## src/rtl/clk_div_multi.sv

```systemverilog
// clk_div_multi: shared power-of-two prescaler feeding P_CH integer dividers.
// Each channel produces a one-cycle enable pulse and a 50%-duty divided clock.
// New settings go into shadow registers. They are applied only at period
// boundaries, so a running channel always finishes its current period.
// cfg_load is a plain one-cycle strobe with no handshake: every cycle it is
// high overwrites the shadows, and the last write before an apply point wins.
module clk_div_multi #(
  parameter int P_CH       = 4,
  parameter int P_PRE_BITS = 2,
  parameter int P_DIV_BITS = 4
) (
  input  logic                         clk,
  input  logic                         reset,
  input  logic                         cfg_load,
  input  logic                         en_pre,
  input  logic [P_PRE_BITS-1:0]        pre_sel,
  input  logic [P_CH*P_DIV_BITS-1:0]   div_m,
  output logic                         pre_tick_o,
  output logic [P_CH-1:0]              clk_gate_o,
  output logic [P_CH-1:0]              clk_div_o,
  output logic                         cfg_pend_o
);

  // The largest exponent is 2^P_PRE_BITS-1, so the counter needs that many bits.
  localparam int PRE_CNT_W = (1 << P_PRE_BITS) - 1;
  localparam logic [PRE_CNT_W-1:0]  PRE_ONE  = PRE_CNT_W'(1);
  localparam logic [P_DIV_BITS-1:0] DIV_ONE  = P_DIV_BITS'(1);
  localparam logic [P_DIV_BITS-1:0] DIV_ZERO = '0;

  // Prescaler: active settings, shadow settings and pending flag
  logic                  act_en_pre;
  logic [P_PRE_BITS-1:0] act_pre_sel;
  logic [PRE_CNT_W-1:0]  pre_cnt;
  logic                  sh_en_pre;
  logic [P_PRE_BITS-1:0] sh_pre_sel;
  logic                  pend_pre;

  // Channels: active divide value, counter, shadow value and pending flag
  logic [P_DIV_BITS-1:0] act_div [P_CH];
  logic [P_DIV_BITS-1:0] cnt     [P_CH];
  logic [P_DIV_BITS-1:0] sh_div  [P_CH];
  logic [P_CH-1:0]       pend_ch;

  logic [PRE_CNT_W:0]    pre_pow;
  logic [PRE_CNT_W-1:0]  pre_limit;
  logic                  tick;
  logic [P_CH-1:0]       terminal;
  logic [P_CH-1:0]       apply;

  // The tick fires when the prescaler reaches 2^sel-1. A disabled prescaler
  // ticks on every cycle, and that includes the time before the first load.
  assign pre_pow   = (PRE_CNT_W+1)'(1) << act_pre_sel;
  assign pre_limit = pre_pow[PRE_CNT_W-1:0] - PRE_ONE;
  assign tick      = !act_en_pre || (pre_cnt == pre_limit);

  assign cfg_pend_o = pend_pre | (|pend_ch);

  // A channel boundary is its terminal tick. An idle channel (D=0) can accept
  // a new value on any tick.
  always_comb begin
    terminal = '0;
    apply    = '0;
    for (int i = 0; i < P_CH; i++) begin
      terminal[i] = tick && (act_div[i] != DIV_ZERO) && (cnt[i] == act_div[i] - DIV_ONE);
      apply[i]    = tick && (terminal[i] || (act_div[i] == DIV_ZERO));
    end
  end

  // Prescaler counter, its shadow capture and its apply on tick.
  // A load on the same edge as an apply lands in the shadow for the next tick.
  always_ff @(posedge clk) begin
    if (reset) begin
      act_en_pre  <= 1'b0;
      act_pre_sel <= '0;
      pre_cnt     <= '0;
      sh_en_pre   <= 1'b0;
      sh_pre_sel  <= '0;
      pend_pre    <= 1'b0;
      pre_tick_o  <= 1'b0;
    end else begin
      pre_tick_o <= tick;
      if (tick) begin
        pre_cnt <= '0;
      end else if (act_en_pre) begin
        pre_cnt <= pre_cnt + PRE_ONE;
      end
      if (tick && pend_pre) begin
        act_en_pre  <= sh_en_pre;
        act_pre_sel <= sh_pre_sel;
        pend_pre    <= 1'b0;
      end
      if (cfg_load) begin
        sh_en_pre  <= en_pre;
        sh_pre_sel <= pre_sel;
        pend_pre   <= 1'b1;
      end
    end
  end

  // Per-channel counters, outputs and shadow/apply handling.
  // The divided clock is forced low whenever the channel's active D is zero.
  always_ff @(posedge clk) begin
    if (reset) begin
      for (int i = 0; i < P_CH; i++) begin
        act_div[i] <= '0;
        cnt[i]     <= '0;
        sh_div[i]  <= '0;
      end
      pend_ch    <= '0;
      clk_gate_o <= '0;
      clk_div_o  <= '0;
    end else begin
      clk_gate_o <= terminal;
      for (int i = 0; i < P_CH; i++) begin
        if (apply[i] && pend_ch[i]) begin
          act_div[i]   <= sh_div[i];
          cnt[i]       <= '0;
          pend_ch[i]   <= 1'b0;
          clk_div_o[i] <= (sh_div[i] == DIV_ZERO) ? 1'b0 : (clk_div_o[i] ^ terminal[i]);
        end else begin
          if (tick && (act_div[i] != DIV_ZERO)) begin
            cnt[i] <= terminal[i] ? DIV_ZERO : cnt[i] + DIV_ONE;
          end
          clk_div_o[i] <= (act_div[i] == DIV_ZERO) ? 1'b0 : (clk_div_o[i] ^ terminal[i]);
        end
        if (cfg_load) begin
          sh_div[i]  <= div_m[i*P_DIV_BITS +: P_DIV_BITS];
          pend_ch[i] <= 1'b1;
        end
      end
    end
  end

endmodule
```

## config.mk

```make
export PLATFORM = sky130hd
export DESIGN_NAME = clk_div_multi
export DESIGN_NICKNAME = d
export VERILOG_FILES = /design/src/rtl/clk_div_multi.sv
export SDC_FILE = /design/constraint.sdc
export NUM_CORES = 1
export LEC_CHECK = 0
export ABC_AREA = 0
export CORE_UTILIZATION = 55
export DETAILED_ROUTE_END_ITERATION = 10
export MAX_ROUTING_LAYER = met4
export PLACE_DENSITY = 0.86
export REMOVE_ABC_BUFFERS = 1
export SYNTH_ARGS = -nofsm -noshare
export SYNTH_HDL_FRONTEND = slang
export SYNTH_SLANG_ARGS = --single-unit
```

## constraint.sdc

```tcl
create_clock -name clk -period 4.2 [get_ports clk]
set_input_delay 0.63 -clock clk [delete_from_list [all_inputs] [get_ports clk]]
set_output_delay 0.63 -clock clk [all_outputs]
set_load 0.05 [all_outputs]
```

Word-level counts from Yosys, hierarchy flattened
Memories as Yosys holds them, arrays and structs flattened.
Index checks and enable logic that the tools add are counted.
{"block": "totals", "reg_bits": 23, "mem_bits_rw": 48, "input_bits": 22, "out_inout_bits": 10, "elab_cells": 170, "mem_count": 3}
{"name": "act_div", "words": 4, "width": 4, "rd": 4, "rd_ports_with_merged_regs": 0, "write_ports": 4, "line_no": "39", "source": "logic [P_DIV_BITS-1:0] act_div [P_CH];"}
{"name": "cnt", "words": 4, "width": 4, "rd": 4, "rd_ports_with_merged_regs": 0, "write_ports": 4, "line_no": "40", "source": "logic [P_DIV_BITS-1:0] cnt [P_CH];"}
{"name": "sh_div", "words": 4, "width": 4, "rd": 4, "rd_ports_with_merged_regs": 0, "write_ports": 4, "line_no": "41", "source": "logic [P_DIV_BITS-1:0] sh_div [P_CH];"}
{"block": "op_classes", "addsub": 10, "n_eq_ne": 5, "shift": 1, "muxes": 75, "n_bitwise": 21, "reduce_logical": 42}
{"cell": "4-bit two-way mux", "n": 20}
{"cell": "1-bit two-way mux", "n": 55}
{"cell": "4-bit logical NOT", "n": 8}
{"cell": "1-bit logical AND", "n": 17}
{"cell": "1-bit OR", "n": 17}
{"cell": "4-bit by 1-bit adder with 4-bit output, second input constant", "n": 4}
{"cell": "4-bit equality test", "n": 4}
{"cell": "4-bit nonzero test", "n": 4}
{"cell": "4-bit by 1-bit subtractor with 4-bit output, second input constant", "n": 4}
{"cell": "2-bit nonzero test", "n": 5}
{"cell": "1-bit logical OR", "n": 5}
{"cell": "4-bit OR reduction", "n": 1}
{"cell": "1-bit bitwise XOR", "n": 4}
{"cell": "3-bit by 1-bit adder with 3-bit output, second input constant", "n": 1}
{"cell": "3-bit equality test", "n": 1}
{"cell": "1-bit by 2-bit left shift with 3-bit output, first input constant", "n": 1}
{"cell": "3-bit by 1-bit subtractor with 3-bit output, second input constant", "n": 1}
{"cell": "2-bit OR reduction", "n": 1}
{"cell": "1-bit logical NOT", "n": 1}

Longest topological paths before layout
{"block": "logic_depth", "ltp_word": 14, "mapped_depth": 7, "mapped_depth_nobuf": 7}

Least setup slack after synthesis
Ideal clock, no wire load.
{"block": "synth_timing", "path_kind": "register to register", "start": "memory act_div[0][0]", "end": "memory act_div[0][0], data pin", "setup_time_ps": 133, "arrival_time_ps": 1887, "required_ps": 4067, "slack_ps": 2179, "stages_incl_launch_ff": 8, "n_path_buf": 0, "synth_period_minus_slack_ps": 2021, "path_cell_list": "edfxtp_1 > inv_1 > ha_1 > xor2_1 > xnor2_1 > nand4_1 > a2111oi_0 > and2_1"}
{"element": "start: declaration", "line_no": "39"}

==> reports/qor.yml <==
internal-power_mw: 1.235
cp-end-kind: "register"
fin_crit_sh_pct: 59.24
root_buffer: "clkbuf_8"
vias: 2372
status: "completed"
top_level_ports: 32
synth_edf_count: 48
cp.required_ps: 4420
wl_um: 6337
ys_warn_count: 0
slew_viol_final: 0
nFillCells: 453
holdPathStages: 2
rsz0062_at_grt: "no"
tritoncts: "yes"
worstMarginPinSlew_ps: 904.7
antenna_found_initial: 0
synth-async-reset-ratio_pct: 0
synth.distinct_cells: 41
yosysSeqAreaShare_pct: 54.52
drive_gt1_share_pct: 7.324
numCtsBuffers: 9
arrival_ps: 2710
power_frac_clock_pct: 32.1
synth_flop_cell: "edfxtp_1"
cts.path.max_buffers: 2
core.rowCount: 28
power_switching_mw: 0.4629
seq_area_mm2: 0.001902
grt_pass1_vias: 2292
syn_area_per_cell_um2: 11.00
fp.dieW_um: 81.64
grt.total_usage_pct: 21.74
min_period_ps: 2488
total_leakage_power_nw: 1.588
core_mm2: 0.006026
grt_overflow: 0
routedWlPerCell_um: 14.74
tns_ps: 0
irDropWorstVdd_mv: 0.2185
port_buffers: 31
cpPeakStageDelay_ps: 960
cts_resized: 0
fin_nets: 384
crit_family: "compound AO/OA/AOI/OAI gates"
r2r_setup_slack_ps: 1720
die-area_mm2: 0.006665
crit_type: "input port to register"
min_path_type: "register to register"
maxCapViolations: 0
min_to: "act_pre_sel[1]"
synth_seq_cells: 71
place_congestion: 0.8080
cts_setup_buffers: 0
grt_pass1_wl_um: 10280
h-tree-depth: 3
max_freq_mhz: 401.9
cp_slowest_cell: "a2111oi_0"
multiInputGateArea_mm2: 0.001486
crit_fanout: 27
power.density_mw_per_mm2: 419.2
synth_cells: 317
reg2reg_depth: 7
reg2reg_from: "act_div[0][0]"
pwr-share-seq_pct: 51.7
grt_max_degree: 28
start_util_pct: 57.89
path_buf_inv: 1
cts_hold_buf: 0
num_antenna_cells: 0
r2r-end: "act_div[0][1]"
clock_latency_ps: 350
hold_viol_final: 0
dp_hpwl_um: 4335
crit_path_start_kind: "input port"
slew_headroom_pct: 39.50
ant_nets: 0
cp_cell_sequence: "clkdlybuf4s50_1 > a2111oi_0 > and2_1"
p_total_mw: 1.698
netlist_area_mm2: 0.003488
vias_per_cell: 5.516
drtIter0Drc: 141
clock_skew_ps: 5.758
finalSetupViolations: 0
drc: 0
min-delay-start: "sh_pre_sel[1]"
whs_ps: 489.3
clock_sinks: 71
power.share.combinational_pct: 16.2
swShare_pct: 27.27
die_y_um: 81.64
first_pass_iters: 4
syn2layout_area_growth_pct: 16.10
cts.reportedPaths.clkPinSlew_ps: 80
[cells in the mapped netlist (4+ instances only)]
library cell,n,area share (%)
nand4b_1,6,1.5
nor3_1,8,1.1
and2_1,32,5.7
a211oi_1,5,1.1
clkbuf_1,8,0.86
xnor2_1,13,3.3
ha_1,12,4.3
a21oi_1,7,1.0
a311oi_1,4,1.0
a31o_2,4,1.0
mux2i_1,4,1.1
nand2_1,12,1.3
xor2_1,19,4.8
inv_1,16,1.7
o21ai_0,6,0.86
edfxtp_1,48,41
nor2_1,43,4.6
dfxtp_1,23,13
o21bai_1,4,0.86
nand3_1,12,1.7
[cells by family after synthesis]
family,share of synthesized area (%)
adders and majority gates,4.304
DFF,54.52
muxes,1.148
AOI/OAI and AO/OA,7.784
xor gates and xnor gates,8.716
and+or+nand+nor,20.66
buffers and inverters,2.870
[worst min-delay path: cells and delay by family (launching register included)]
kind | cells | cell delay, ps
flip-flops | 1 | 320
AND/OR/NAND/NOR | 1 | 80
AO/OA/AOI/OAI | 1 | 50
[worst max path at each step]
stage	cells past startpoint	end	startpoint	slack, ps
2_1_floorplan	7	act_div[0][0]	act_div[0][0]	2180
3_3_place_gp	3	act_div[0][1]	reset	1530
3_5_place_dp	3	act_div[0][1]	reset	1380
4_1_cts	7	act_div[0][1]	act_div[0][0]	1710
5_1_grt	7	act_div[0][3]	act_div[0][0]	1480
6_report	3	act_div[0][1]	reset	1710
[area by class of cell]
cell class,count,area share (%)
Clock inverter,4,1.112
Sequential cell,71,46.96
Inverter,16,1.483
Tap cell,75,2.317
Clock buffer,12,3.584
Multi-Input combinational cell,220,36.70
Timing Repair Buffer,32,7.847
[sequential cells by signal, indices dropped and copies added (netlist names)]
register / flops
pre_tick_o: 1
pend_pre: 1
sh_pre_sel: 2
cnt: 16
act_en_pre: 1
act_pre_sel: 2
act_div: 16
pend_ch: 4
clk_div_o: 4
sh_en_pre: 1
clk_gate_o: 4
sh_div: 16
pre_cnt: 3
[power by group through the flow]
stage                     logic, mW  registers, mW  clock network, mW
after floorplan               0.178          0.898                  0
after global placement        0.261          0.891                  0
after detailed placement      0.272          0.893                  0
after CTS                     0.275          0.878              0.548
after global routing          0.302          0.887              0.578
final                         0.275          0.878              0.545
[metal layers]
metal | track usage (%) | share of wire (%) | vias to the layer above
li1 | - | - | 1185
met1 | 25.02 | 44 | 1112
met2 | 36.67 | 50 | 59
met3 | 3.111 | 3.9 | 16
met4 | 11.75 | 2.5 | 0
met5 | - | 0 | -
[placed cells by master (no fill, tap or decap), types with 4 or more instances in the layout]
cell / instances
dfxtp_1: 23
nand4b_1: 6
a31o_2: 4
a211oi_1: 5
a21oi_1: 7
o21bai_1: 4
clkbuf_8: 10
mux2i_1: 4
and2_1: 32
clkdlybuf4s50_1: 31
nor2_1: 43
xor2_1: 19
ha_1: 12
o21ai_0: 6
nor3_1: 8
nand2_1: 12
a311oi_1: 4
xnor2_1: 13
inv_1: 16
nand3_1: 12
edfxtp_1: 48
[metrics by stage]
step / worst slack, ps / cells / instance area (um2) / util, %
2_1_floorplan: 2179 / 307 / 3448 / -
3_3_place_gp: 1532 / 414 / 3860 / 64.06
3_5_place_dp: 1375 / 414 / 3860 / 64.06
4_1_cts: 1710 / 430 / 4050 / 67.21
5_1_grt: 1481 / 430 / 4050 / 67.21
6_report: 1712 / 430 / 4050 / 67.21
Note: power is estimated with default switching activity, not from simulation.
